<file path="src/rtl/soc_mem_arb_pkg.sv">
// Shared definitions for the SoC data-RAM arbiter.
//   arb_state_e : arbiter FSM states (IDLE, read-return for CPU, read-return for VGA)
//   RAM_LAT     : RAM read latency in cycles
package soc_mem_arb_pkg;

  typedef enum logic [1:0] {
    ARB_IDLE   = 2'd0,
    ARB_RD_CPU = 2'd1,
    ARB_RD_VGA = 2'd2
  } arb_state_e;

  localparam int unsigned RAM_LAT = 1;

endpackage

</file>
<file path="src/rtl/dfflr.sv">
// Generic load-enabled flop bank with asynchronous active-low reset to zero.
//   clk   : clock
//   rst_n : asynchronous reset, active low
//   lden  : load enable
//   dnxt  : next value
//   qout  : registered value
module dfflr #(
  parameter int unsigned DW = 1
) (
  input  logic          clk,
  input  logic          rst_n,
  input  logic          lden,
  input  logic [DW-1:0] dnxt,
  output logic [DW-1:0] qout
);

  always_ff @(posedge clk or negedge rst_n) begin
    if (!rst_n) begin
      qout <= '0;
    end else if (lden) begin
      qout <= dnxt;
    end
  end

endmodule

</file>
<file path="src/rtl/soc_arb_pick.sv">
// Combinational two-way priority pick.
//   hi_req   : request from the normally-favoured requester
//   lo_req   : request from the normally-deferred requester
//   force_lo : lets lo_req win over hi_req this cycle
//   hi_gnt   : grant to the high-priority requester
//   lo_gnt   : grant to the low-priority requester
// At most one grant is ever asserted.
module soc_arb_pick (
  input  logic hi_req,
  input  logic lo_req,
  input  logic force_lo,
  output logic hi_gnt,
  output logic lo_gnt
);

  always_comb begin
    lo_gnt = lo_req & (~hi_req | force_lo);
    hi_gnt = hi_req & ~lo_gnt;
  end

endmodule

</file>
<file path="src/rtl/soc_mem_arbiter.sv">
// Shares the single-port SoC data RAM between the CPU data port (read/write)
// and the VGA framebuffer fetch engine (read-only). VGA has fixed priority,
// one transaction is in flight at a time and RAM read data returns one cycle
// after a read enable. Grants are combinational from request and state.
//
// Ports:
//   clk, reset                    : clock, asynchronous active-low reset
//   cpu_req/we/addr/wdata/wmask   : CPU request (held until cpu_gnt)
//   cpu_gnt, cpu_rvalid, cpu_rdata: CPU grant and read return
//   vga_req/addr                  : VGA word-address read request
//   vga_gnt, vga_rvalid, vga_rdata: VGA grant and read return
//   ram_en/we/addr/wdata          : RAM control (owned solely by this block)
//   ram_rdata                     : RAM read data, one cycle after read enable
//
// Build option: define SOC_MEM_ARB_STARVE_GUARD_EN to let the CPU win once
// after STARVE_MAX consecutive VGA grants taken while the CPU was waiting.
module soc_mem_arbiter
  import soc_mem_arb_pkg::*;
#(
  parameter int unsigned XLEN       = 32,
  parameter int unsigned VGA_AW     = 16,
  parameter int unsigned STARVE_MAX = 4
) (
  input  logic              clk,
  input  logic              reset,
  input  logic              cpu_req,
  input  logic              cpu_we,
  input  logic [XLEN-1:0]   cpu_addr,
  input  logic [XLEN-1:0]   cpu_wdata,
  input  logic [3:0]        cpu_wmask,
  output logic              cpu_gnt,
  output logic              cpu_rvalid,
  output logic [XLEN-1:0]   cpu_rdata,
  input  logic              vga_req,
  input  logic [VGA_AW-1:0] vga_addr,
  output logic              vga_gnt,
  output logic              vga_rvalid,
  output logic [XLEN-1:0]   vga_rdata,
  output logic              ram_en,
  output logic [3:0]        ram_we,
  output logic [XLEN-1:0]   ram_addr,
  output logic [XLEN-1:0]   ram_wdata,
  input  logic [XLEN-1:0]   ram_rdata
);

  if (RAM_LAT != 1 || STARVE_MAX == 0 || XLEN < VGA_AW + 2) begin : g_cfg_check
    $error("soc_mem_arbiter: unsupported RAM_LAT, STARVE_MAX or XLEN/VGA_AW");
  end

  arb_state_e      state;
  arb_state_e      state_nxt;
  logic [1:0]      state_q;
  logic            force_cpu;
  logic [XLEN-1:0] cpu_rdata_hold;
  logic [XLEN-1:0] vga_rdata_hold;

  // ---------------- state register ----------------
  dfflr #(.DW(2)) u_state_reg (
    .clk   (clk),
    .rst_n (reset),
    .lden  (1'b1),
    .dnxt  (state_nxt),
    .qout  (state_q)
  );

  always_comb state = arb_state_e'(state_q);

  // ---------------- arbitration ----------------
  soc_arb_pick u_pick (
    .hi_req   (vga_req),
    .lo_req   (cpu_req),
    .force_lo (force_cpu),
    .hi_gnt   (vga_gnt),
    .lo_gnt   (cpu_gnt)
  );

`ifdef SOC_MEM_ARB_STARVE_GUARD_EN
  localparam int unsigned CNT_W = $clog2(STARVE_MAX + 1);

  logic [CNT_W-1:0] starve_cnt;
  logic [CNT_W-1:0] starve_nxt;
  logic             starve_ld;

  // Counts VGA wins taken over a waiting CPU; saturates so the force stays
  // armed until the CPU is actually granted.
  always_comb begin
    starve_ld  = 1'b0;
    starve_nxt = starve_cnt;
    if (cpu_gnt) begin
      starve_ld  = 1'b1;
      starve_nxt = '0;
    end else if (vga_gnt && cpu_req && (starve_cnt < CNT_W'(STARVE_MAX))) begin
      starve_ld  = 1'b1;
      starve_nxt = starve_cnt + 1'b1;
    end
  end

  dfflr #(.DW(CNT_W)) u_starve_reg (
    .clk   (clk),
    .rst_n (reset),
    .lden  (starve_ld),
    .dnxt  (starve_nxt),
    .qout  (starve_cnt)
  );

  always_comb force_cpu = (starve_cnt >= CNT_W'(STARVE_MAX));
`else
  always_comb force_cpu = 1'b0;
`endif

  // ---------------- next-state ----------------
  // Every state re-arbitrates, so a new read can issue in a read-return cycle.
  always_comb begin
    state_nxt = ARB_IDLE;
    if (vga_gnt) begin
      state_nxt = ARB_RD_VGA;
    end else if (cpu_gnt && !cpu_we) begin
      state_nxt = ARB_RD_CPU;
    end
  end

  // ---------------- outputs ----------------
  always_comb begin
    ram_en    = 1'b0;
    ram_we    = '0;
    ram_addr  = '0;
    ram_wdata = '0;
    if (vga_gnt) begin
      ram_en   = 1'b1;
      ram_addr = {{(XLEN-VGA_AW-2){1'b0}}, vga_addr, 2'b00};
    end else if (cpu_gnt) begin
      ram_en    = 1'b1;
      ram_addr  = cpu_addr;
      ram_wdata = cpu_wdata;
      ram_we    = cpu_we ? cpu_wmask : 4'b0000;
    end

    cpu_rvalid = (state == ARB_RD_CPU);
    vga_rvalid = (state == ARB_RD_VGA);
    cpu_rdata  = cpu_rvalid ? ram_rdata : cpu_rdata_hold;
    vga_rdata  = vga_rvalid ? ram_rdata : vga_rdata_hold;
  end

  // Returned data is captured so rdata holds once rvalid drops.
  dfflr #(.DW(XLEN)) u_cpu_hold (
    .clk   (clk),
    .rst_n (reset),
    .lden  (cpu_rvalid),
    .dnxt  (ram_rdata),
    .qout  (cpu_rdata_hold)
  );

  dfflr #(.DW(XLEN)) u_vga_hold (
    .clk   (clk),
    .rst_n (reset),
    .lden  (vga_rvalid),
    .dnxt  (ram_rdata),
    .qout  (vga_rdata_hold)
  );

endmodule
</file>
<file path="config.mk">
export PLATFORM = sky130hd
export DESIGN_NAME = soc_mem_arbiter
export DESIGN_NICKNAME = d
export VERILOG_FILES = /design/src/rtl/soc_mem_arb_pkg.sv /design/src/rtl/dfflr.sv /design/src/rtl/soc_arb_pick.sv /design/src/rtl/soc_mem_arbiter.sv
export SDC_FILE = /design/constraint.sdc
export NUM_CORES = 1
export LEC_CHECK = 0
export ABC_AREA = 1
export BUFFER_PORTS_ARGS = -buffer_cell sky130_fd_sc_hd__buf_2
export CAP_MARGIN = 40
export CORE_AREA = 2 2 100 102
export CTS_CLUSTER_SIZE = 16
export DETAILED_ROUTE_END_ITERATION = 10
export DIE_AREA = 0 0 102 104
export PLACE_DENSITY = 0.8
export REMOVE_ABC_BUFFERS = 1
export SLEW_MARGIN = 40
export SYNTH_ARGS = -nofsm -noshare
export SYNTH_HDL_FRONTEND = slang
export SYNTH_SLANG_ARGS = --single-unit
</file>
<file path="constraint.sdc">
create_clock -name clk -period 1.7 [get_ports clk]
set_input_delay 0.17 -clock clk [delete_from_list [all_inputs] [get_ports clk]]
set_output_delay 0.17 -clock clk [all_outputs]
set_load 0.05 [all_outputs]
</file>
; ---- Yosys cells after proc, flatten, opt, wreduce, memory -nomap -nowiden
; Cells that the tools add are included.
[totals]
register_bits = 66
inputBits = 121
out_inout_bits = 137
word_cells = 24
[op_classes]
n_eq_ne = 2
mux = 13
n_bitwise = 4
reduce_logical = 2
[op_table]
columns = op, count
row1 = $mux 32, 6
row2 = $mux 4, 3
row3 = $mux 1, 3
row4 = $and 1x1->1, 2
row5 = $eq 2x1->1 const B, 1
row6 = $eq 2x2->1 const B, 1
row7 = $mux 2, 1
row8 = $not 1->1, 2
row9 = $logic_and 1x1->1, 1
row10 = $logic_not 1->1, 1

; ---- Depth between registers and ports, before layout
; Gate-level depths: netlist of the first run.
[depth]
depth_word = 5
depth_mapped = 6
depth_no_buf = 4

; ---- Cells and area by module
; A second synthesis of the first run with hierarchy kept.
[hier_totals]
cells_unflattened = 678
hier_area_um2 = 4516.8
[modules_own_cells]
columns = mod, instances, cells_per_inst, area_each_um2
row1 = dfflr at u_cpu_hold ..., 2, 136, 1292.5
row2 = soc_mem_arbiter, 1, 393, 1828.0
row3 = dfflr at u_state_reg, 1, 9, 76.3
row4 = soc_arb_pick, 1, 4, 27.5

; ---- Worst setup path after synthesis of the first run
; No wires, ideal clock.
[synth_timing]
path_type = input port to output port
startpoint = input port vga_req
endpoint = output port ram_wdata[26]
t_arrival_ns = 1.225
path_slack_ns = 0.305
path_stages = 5
path_cell_list = buf_6 inv_6 nand2_8 buf_6 nor2_1
[synth_via]
elab_chain_cells = 5
[synth_rtl]
columns = element, line
row1 = "start, declared", soc_mem_arbiter.sv:34  ; input logic vga_req,
row2 = $not 1->1, soc_arb_pick.sv:17  ; lo_gnt = lo_req & (~hi_req | force_lo);
row3 = $and 1x1->1, soc_arb_pick.sv:17
row4 = $not 1->1, soc_arb_pick.sv:18  ; hi_gnt = hi_req & ~lo_gnt;
row5 = $and 1x1->1, soc_arb_pick.sv:18
row6 = $mux 32 *, soc_mem_arbiter.sv:128  ; if (vga_gnt) begin
row7 = "end, declared", soc_mem_arbiter.sv:42  ; output logic [XLEN-1:0] ram_wdata,
; Every way passes the cells marked *; elsewhere a longest branch is shown, timed or not.

; ---- Worst setup path in the final report of the first run
[layout_timing]
startpoint = register u_state_reg.qout[0]
endpoint = output port vga_rdata[27]
[layout_via]
elab_chain_cells = 2
[layout_rtl]
columns = element, line
row1 = "start, declared", dfflr.sv:14  ; output logic [DW-1:0] qout
row2 = "start signal, assigned", dfflr.sv:21  ; qout <= dnxt;
row3 = $eq 2x2->1, soc_mem_arbiter.sv:139  ; vga_rvalid = (state == ARB_RD_VGA);
row4 = $mux 32, n/a
row5 = "end, declared", soc_mem_arbiter.sv:38  ; output logic [XLEN-1:0] vga_rdata,
; No other way between the ends.

==> results.md, run 1 <==
* Reg power frac at 31.5%
* Drt pass-1 iters at 5
* Critical Path AT at 1.54 ns
* Crit path kind: reg2out
* Worst slew pin tran at 0.3628 ns
* Clk_lat worst skew at 0.34 ns
* Share of cells above drive strength 1 at 48.97%
* Asr flop ratio synth at 100.0%
* Outcome: complete, but fails checks
* Fmax at 583.9 MHz
* Vias in the first global route at 3858
* Setup TNS at -0.01273 ns
* Max-cap viol count at 0
* Final slew viol count at 0
* Area leader, netlist: dfrtp_1
* Max-slew headroom at 75.81%
* Mapped Cells at 452
* Max incr delay on CP at 0.39 ns
* Area Overhead vs Synth at 71.29%
* Clock sinks at 66
* Cell variety after synth at 12
* Post-synth EDFFs at 0
* Drt via density at 4.728
* Yosys reg bits at 66
* Top-count cell post-synth: nand2_1
* Sw Share at 43.12%
* Final period utilization at 100.7%
* TritonCTS clock tree: built
* Leakage power at 3.468 nW
* Die width at 102 µm
* Clock power share at 21.8%
* Initial antenna violation count at 2
* Internal power at 3.404 mW
* Seq/Total Area, Yosys at 48.33%
* Worst reg2reg setup slack at 0.41 ns
* Clock transition at path regs at 0.07 ns
* # H-tree levels at 3
* Synth warn at 0
* HPWL after DPL at 9116 µm
* DRT iter0 DRCs at 210
* Syn_area_per_cell at 7.560 µm²
* CTS root buffer: clkbuf_8
* Final wirelength at 14110 µm
* RSZ-0062 raised after global routing: yes
* GRT Resource Usage Total at 23.98%
* Top FF cell, synth: dfrtp_1
* Via count at 4066
* PnR worst setup slack at -0.01273 ns
* Critical Path Sink Type: primary output
* Top cells by area, synth: dfrtp_1 48%, nand2_1 18%, nand3_1 12%
* First-pass GRT wire length at 19620 µm
* Inserted Clock Buffers at 9
* Wirelength per Cell at 16.40 µm
* Core Box Area at 9549 µm²
* Die height at 104 µm
* Period minus WS final at 1.713 ns
* CP Max Fanout at 12
* Peak VDD IR at 426.5 µV
* Row Count at 36
* Final setup vio count at 1
* DRC Markers at 0
* Grt ovf at 0
* Worst Path Required at 1.53 ns
* GP Congestion at 0.8449
* Final nets at 842
* Synthesized area at 3417 µm²
* Slowest CP cell: dfrtp_1
* Antenna viol nets, final at 0
* Synth top area share at 48.33%
* Placed inst area at 4708 µm²
* Largest net degree at the start of global routing at 67
* Clock Path Buffers at 2
* P_sw at 2.581 mW
* Failing checks: negative setup slack
* Logic gate share of total power at 46.7%
* Synth cell count leaders: 164 x nand2_1, 80 x nand3_1, 66 x dfrtp_1, 53 x nor2_1, 51 x inv_1
* Power per Cell Area at 1023 nW/µm²
* Finished layout cell area at 5853 µm²
* CP Launch Type: flip-flop
* Port buffer count at 257
* Cells along the critical path: buf_12 > clkinv_16 > buf_16 > nand3_1 > nand2_2 > buf_8
* I/O pins at 258
* Final Hold Vio Count at 0
* Worst min path class: in2reg
* Initial Util at 35.78%
* Die Area at 10610 µm²
* Final setup skew at 0.01310 ns
* Worst hold slack at 0.06252 ns
-- cell families after synthesis --
kind of cell,share of synthesized area [%]
and+or+nand+nor,37.50
buffers and inverters,14.17
DFF,48.33
-- layer usage --
| layer | wire length, µm | up-vias | share of wire, % | global-route usage [%] |
|---|---|---|---|---|
| met5 | 0 | - | 0 | 0 |
| met3 | 1240 | 44 | 8.8 | 7.258 |
| li1 | - | 1922 | - | - |
| met4 | 590 | 0 | 4.2 | 13.24 |
| met1 | 5049 | 1867 | 36 | 26.44 |
| met2 | 7227 | 233 | 51 | 40.46 |
-- stage by stage --
stage,setup WS [ns],util (%),std cells,power [mW]
after floorplan,-0.2714,-,421,3.469
after global placement,0.1114,49.31,820,4.115
after detailed placement,0.08278,49.31,820,4.144
after CTS,-0.01758,56.51,846,5.764
after global routing,-0.04989,61.29,860,6.216
final,-0.01273,61.29,860,5.985
-- area by class of cell --
cell class | instances | area, µm²
sequential | 66 | 1653
fill | 826 | 3696
clock inverter | 3 | 40.04
tap | 133 | 166.4
multi-input combinational | 307 | 1521
clock buffer | 12 | 145.1
inverter | 54 | 246.5
antenna | 2 | 5.005
timing repair inverter | 1 | 16.27
timing repair buffer | 282 | 2059
-- final timing paths --
| check | from | cells past startpoint | end |
|---|---|---|---|
| worst max-delay path | u_state_reg.qout[0] | 6 | vga_rdata[27] |
| worst min-delay path | cpu_we | 2 | u_state_reg.qout[0] |
| worst max register to register | u_state_reg.qout[0] | 6 | u_vga_hold.qout[27] |
| worst min register to register | u_vga_hold.qout[19] | 2 | u_vga_hold.qout[19] |
| max in group asynchronous | reset | 3 | u_state_reg.qout[1] |
| min in group asynchronous | reset | 3 | u_vga_hold.qout[18] |
-- state kept, by name, summed over array words and instances (netlist names) --
signal            count
u_vga_hold.qout      32
u_state_reg.qout      2
u_cpu_hold.qout      32
-- power by group through the flow --
stage	Clock (mW)	Sequential, mW	Combinational [mW]
global route	1.38	1.90	2.93
CTS	1.30	1.88	2.58
finish	1.30	1.88	2.80
global placement	0	1.90	2.21
detailed placement	0	1.91	2.24
floorplan	0	1.91	1.56
-- critical path: cells and delay by family, from the launching register on --
| kind | cells | cell delay, ns |
|---|---|---|
| buffers and inverters | 4 | 0.61 |
| DFF | 1 | 0.39 |
| and+or+nand+nor | 2 | 0.18 |
-- repair_timing --
item                                    in CTS  in global routing
setup buffers                                7                  7
gates resized for setup                    128                 81
endpoints found under the hold margin       66                  0
endpoints found under the setup margin      66                 66
pin swaps                                   13                  7
cloned                                       3                  5
hold buffers                                 1                  0
-- placed cells by master, fill, tap and decap left out, types with 2 or more instances in the layout --
cell type  Yosys  final
buf_2          6    192
nand2_1      164    127
nand3_1       80     71
dfrtp_1       66     65
nor2_1        53     53
inv_1         51     51
buf_6         14     38
nand2_2        0     37
buf_8          0     21
buf_4         10     20
clkbuf_8       0     10
nand3_2        0      9
buf_12         0      8
nand2_8        3      7
diode_2        0      2
clkinv_2       0      2
clkbuf_1       1      2
nand2_4        0      2
(Power assumes the default switching activity.)
==> run 2, diff against run 1 <==
--- a/config.mk
+++ b/config.mk
@@ -12,7 +12,7 @@
 export CTS_CLUSTER_SIZE = 16
 export DETAILED_ROUTE_END_ITERATION = 10
 export DIE_AREA = 0 0 102 104
-export PLACE_DENSITY = 0.8
+export PLACE_DENSITY = 0.72
 export REMOVE_ABC_BUFFERS = 1
 export SLEW_MARGIN = 40
 export SYNTH_ARGS = -nofsm -noshare
==> results.md, run 2 (same netlist as run 1, synthesis figures left out) <==
* FF+latch area at 1653 µm²
* Clock sinks at 66
* Finished layout cell area at 6264 µm²
* CTS root buffer: clkbuf_8
* DRC Markers at 0
* Power per Cell Area at 1045 nW/µm²
* Leading cell type in the layout, fill and taps excluded: buf_2
* Area of the multi-input gates at 1610 µm²
* Biggest regs: u_cpu_hold.qout x32, u_vga_hold.qout x32, u_state_reg.qout x2
* Final nets at 863
* Grt ovf at 0
* Port buffer count at 257
* Drt pass-1 iters at 5
* Most frequent cells in the layout: 192 x buf_2, 94 x nand2_1, 74 x nand3_1
* CP Launch Type: flip-flop
* Clock transition at path regs at 0.07 ns
* Worst reg2reg setup slack at 0.42 ns
* Final setup skew at 0.009507 ns
* PnR worst setup slack at -0.05996 ns
* Reg2reg end: u_vga_hold.qout[4]
* Drt via density at 4.953
* Failing checks: negative setup slack
* Row Count at 36
* TritonCTS clock tree: built
* Cells along the critical path: buf_12 > buf_12 > inv_16 > nand3_1 > nand2_2 > buf_8
* Die width at 102 µm
* Antenna viol nets, final at 0
* Worst path most repeated cell: buf_12
* Clock Path Buffers at 2
* Largest net degree at the start of global routing at 67
* Final setup vio count at 19
* Wirelength per Cell at 18.72 µm
* Reg2reg path depth at 6
* Area Overhead vs Synth at 83.30%
* Max-slew headroom at 74.80%
* First-pass GRT wire length at 21600 µm
* Final slew viol count at 0
* Critical Path AT at 1.59 ns
* GP Congestion at 0.9578
* Initial Util at 35.78%
* Period minus WS final at 1.760 ns
* Peak VDD IR at 608.7 µV
* Max-cap viol count at 0
* Non-filler cells, final at 880
* Cells after DPL at 820
* RSZ-0062 raised after global routing: yes
* Leakage power at 3.621 nW
* # H-tree levels at 3
* HPWL after DPL at 9948 µm
* Worst R2R Start: u_state_reg.qout[0]
* Die height at 104 µm
* Placed inst area at 4726 µm²
* Outcome: complete, but fails checks
* Fmax at 568.2 MHz
* Core Box Area at 9549 µm²
* Worst Path Required at 1.53 ns
* Clk_lat worst skew at 0.35 ns
* Critical Path Sink Type: primary output
* Final wirelength at 16480 µm
* Via count at 4359
* CP Max Fanout at 17
* Final Hold Vio Count at 0
* Initial antenna violation count at 0
* Max incr delay on CP at 0.41 ns
* Vias in the first global route at 4060
* Worst Setup SP: u_state_reg.qout[0]
* Number of antenna diodes at 0
* Die Area at 10610 µm²
* I/O pins at 258
* GRT Resource Usage Total at 26.80%
* Inserted Clock Buffers at 9
* Setup TNS at -0.2901 ns
* Worst slew pin tran at 0.3780 ns
* Worst min path class: in2reg
* Final period utilization at 103.5%
* Share of cells above drive strength 1 at 54.62%
* Slowest CP cell: dfrtp_1
* Worst setup path end: vga_rdata[8]
* Crit path kind: reg2out
* DRT iter0 DRCs at 246
* Fill count at 809
-- run 2: cell types whose count changed in the layout (fill, tap and decap cells not counted), sizes merged --
cell and delta:
buf +17, clkbuf -1, diode -2, inv +3, nand2 +1, bufinv +1, clkinvlp +1
-- run 2: cell type report --
type	instances	share of cell area, %
multi-input cells	308	25.71
repair buffers	299	37.08
flip-flops and latches	66	26.39
inverters	54	3.775
repair inverters	4	0.8989
clock buffers	11	2.257
clock inverters	5	1.239
well taps	133	2.657
-- run 2: stage by stage --
stage	hold WS, ns	power, mW	utilization (%)	setup WS [ns]
floorplan	-0.1256	3.469	-	-0.2714
global placement	0.2200	4.154	49.49	0.1038
detailed placement	0.2259	4.188	49.49	0.04293
CTS	0.03643	5.985	57.02	-0.02658
global route	0.05725	6.788	65.59	-0.1012
finish	0.04957	6.544	65.59	-0.05996
-- run 2: metal layers --
| metal | share of wire [%] | vias up | track usage [%] |
|---|---|---|---|
| met1 | 34 | 2064 | 29.96 |
| li1 | - | 1962 | - |
| met2 | 51 | 268 | 45.68 |
| met5 | 0 | - | 0 |
| met3 | 9.6 | 65 | 7.191 |
| met4 | 6.0 | 0 | 14.29 |
-- run 2: report_power, final --
| part | switching [mW] | internal (mW) | total (mW) |
|---|---|---|---|
| Sequential | 0.0888 | 1.81 | 1.90 |
| Combinational | 2.03 | 1.13 | 3.15 |
| Clock | 0.628 | 0.862 | 1.49 |
-- run 2: worst min-delay path by stage --
stage / startpoint / end / slack [ns] / cells past startpoint
after floorplan: reset / u_cpu_hold.qout[0] / -0.13 / 0
after global placement: reset / u_vga_hold.qout[10] / 0.22 / 2
after detailed placement: reset / u_vga_hold.qout[24] / 0.23 / 2
after CTS: cpu_we / u_state_reg.qout[0] / 0.04 / 2
after global routing: cpu_we / u_state_reg.qout[0] / 0.06 / 2
final: cpu_we / u_state_reg.qout[0] / 0.05 / 2
-- run 2: what timing repair did --
| action | in CTS | in global routing |
|---|---|---|
| setup buffers | 4 | 27 |
| gates cloned | 4 | 8 |
| setup endpoints to repair | 66 | 66 |
| hold buffers | 1 | 0 |
| endpoints found under the hold margin | 66 | 0 |
| gates resized for setup | 135 | 140 |
| pin swaps | 3 | 24 |
-- run 2: critical path, delay by kind of cell (launching register included) --
| family | cells | cell delay [ns] |
|---|---|---|
| and+or+nand+nor | 2 | 0.26 |
| DFF | 1 | 0.41 |
| buffers and inverters | 4 | 0.58 |
==> run 3, diff against run 2 <==
--- a/config.mk
+++ b/config.mk
@@ -9,6 +9,7 @@
 export BUFFER_PORTS_ARGS = -buffer_cell sky130_fd_sc_hd__buf_2
 export CAP_MARGIN = 40
 export CORE_AREA = 2 2 100 102
+export CTS_CLUSTER_DIAMETER = 50
 export CTS_CLUSTER_SIZE = 16
 export DETAILED_ROUTE_END_ITERATION = 10
 export DIE_AREA = 0 0 102 104
==> constraint.sdc (replaced) <==
create_clock -name clk -period 1.7 [get_ports clk]
set_input_delay 0.34 -clock clk [delete_from_list [all_inputs] [get_ports clk]]
set_output_delay 0.34 -clock clk [all_outputs]
set_load 0.05 [all_outputs]
==> results.md, run 3 (same netlist as run 1, synthesis figures left out) <==
* Outcome: complete, but fails checks
* Failing checks: negative hold slack, negative setup slack
* Final slew viol count at 0
* CP Launch Type: flip-flop
* TritonCTS clock tree: built
* Leading cell type in the layout, fill and taps excluded: buf_2
* Worst hold slack at -0.01540 ns
* Critical Path AT at 1.55 ns
* Leakage power at 3.904 nW
* Row Count at 36
* Grt ovf at 0
* Sw Share at 42.12%
* I/O pins at 258
* Final period utilization at 111.3%
* Inserted Clock Buffers at 9
* Wirelength per Cell at 18.92 µm
* Worst min path class: in2async
* Crit path kind: reg2out
* Drt pass-1 iters at 5
* HPWL after DPL at 10440 µm
* GP Congestion at 0.9557
* Via count at 4497
* Clock transition at path regs at 0.07 ns
* Clk_lat worst skew at 0.35 ns
* Die height at 104 µm
* CTS root buffer: clkbuf_8
* Internal power at 3.908 mW
* Power per Cell Area at 984.4 nW/µm²
* Reg power frac at 28.2%
* Clock sinks at 66
* Setup TNS at -7.865 ns
* Initial Util at 35.78%
* # H-tree levels at 3
* Max-slew headroom at 74.52%
* P_sw at 2.844 mW
* Area Overhead vs Synth at 100.7%
* Die width at 102 µm
* Most frequent cells in the layout: 186 x buf_2, 89 x nand2_1, 70 x nand2_2
* Drt via density at 4.899
* DRT iter0 DRCs at 183
* Non-filler cells, final at 918
* First-pass GRT wire length at 23800 µm
* Cells after DPL at 846
* Final nets at 901
* Hold_buf cts at 0
* Number of antenna diodes at 0
* CP Max Fanout at 8
* Die Area at 10610 µm²
* GRT Resource Usage Total at 29.57%
* Worst Path Required at 1.36 ns
* Final setup skew at 0.01148 ns
* Share of cells above drive strength 1 at 60.51%
* PnR worst setup slack at -0.1916 ns
* Worst slew pin tran at 0.3822 ns
* Final Hold Vio Count at 4
* Peak VDD IR at 468.3 µV
* Period minus WS final at 1.892 ns
* Final wirelength at 17370 µm
* Critical Path Sink Type: primary output
* Port buffer count at 257
* Antenna viol nets, final at 0
* Clock Path Buffers at 2
* Biggest regs: u_cpu_hold.qout x32, u_vga_hold.qout x32, u_state_reg.qout x2
* Final setup vio count at 66
* Max-cap viol count at 0
* Clock power share at 20.5%
* Fmax at 528.7 MHz
* DRC Markers at 0
* Core Box Area at 9549 µm²
* Initial antenna violation count at 0
* Logic gate share of total power at 51.2%
* Worst reg2reg setup slack at 0.17 ns
* RSZ-0062 raised after global routing: yes
* Vias in the first global route at 4432
* Largest net degree at the start of global routing at 67
-- run 3: cell types whose count changed in the layout (fill, tap and decap cells not counted), moves of 2 or more --
cell	before	now
clkbuf_1	1	3
nand2_1	94	89
nand2_2	68	70
nand3_4	0	3
buf_12	10	18
clkbuf_16	1	3
clkinv_8	2	0
buf_2	192	186
buf_4	30	65
inv_16	2	0
nand3_2	6	28
nand3_1	74	49
buf_8	45	51
-- run 3: timing repair --
action                                  4_1_cts  5_1_grt
setup buffers                                26       21
gates cloned                                  5        4
pin swaps                                    29       36
resized for setup                           229       80
endpoints found under the setup margin       66       66
-- run 3: area by class of cell --
| class | count | area (µm²) |
|---|---|---|
| clock buffer | 14 | 162.7 |
| clock inverter | 2 | 35.03 |
| fill | 715 | 2690 |
| inverter | 54 | 241.5 |
| multi-input combinational | 305 | 1752 |
| sequential | 66 | 1653 |
| tap | 133 | 166.4 |
| timing repair buffer | 342 | 2834 |
| timing repair inverter | 2 | 15.01 |
-- run 3: metrics by stage --
step / util [%] / power, mW / worst slack [ns] / instance area, µm²
after floorplan: - / 3.469 / -0.4414 / 3151
after global placement: 53.11 / 4.319 / 0.09365 / 5071
after detailed placement: 53.11 / 4.351 / 0.04314 / 5071
after CTS: 65.89 / 6.398 / -0.1388 / 6292
after global routing: 71.83 / 6.966 / -0.2277 / 6859
final: 71.83 / 6.752 / -0.1916 / 6859
-- run 3: path summary, 6_finish.rpt --
path | from | to | cells past startpoint
min in group clk | cpu_we | u_state_reg.qout[0] | 2
max reg2reg | u_state_reg.qout[0] | u_vga_hold.qout[16] | 8
max in group asynchronous | reset | u_state_reg.qout[1] | 2
max | u_state_reg.qout[0] | vga_rdata[2] | 6
min reg2reg | u_cpu_hold.qout[26] | u_cpu_hold.qout[26] | 2
min | reset | u_vga_hold.qout[24] | 2
-- run 3: routing by layer --
metal	track usage [%]	vias up	wire [µm]
li1	-	2035	-
met1	32.76	2123	6061
met2	52.68	271	9216
met3	6.922	68	1335
met4	13.24	0	760
met5	0	-	0
-- run 3: critical path, cell delays in order, from the launching register on --
cell	delay [ns]
dfrtp_1	0.39
buf_12	0.19
clkinv_16	0.11
nand2_8	0.13
nand2_2	0.10
nand2_2	0.12
buf_8	0.16
-- run 3: power by group through the flow --
stage | registers, mW | logic, mW | clock network (mW)
floorplan | 1.91 | 1.56 | 0
global placement | 1.90 | 2.42 | 0
detailed placement | 1.91 | 2.44 | 0
CTS | 1.88 | 3.14 | 1.37
global route | 1.92 | 3.59 | 1.45
finish | 1.91 | 3.46 | 1.39
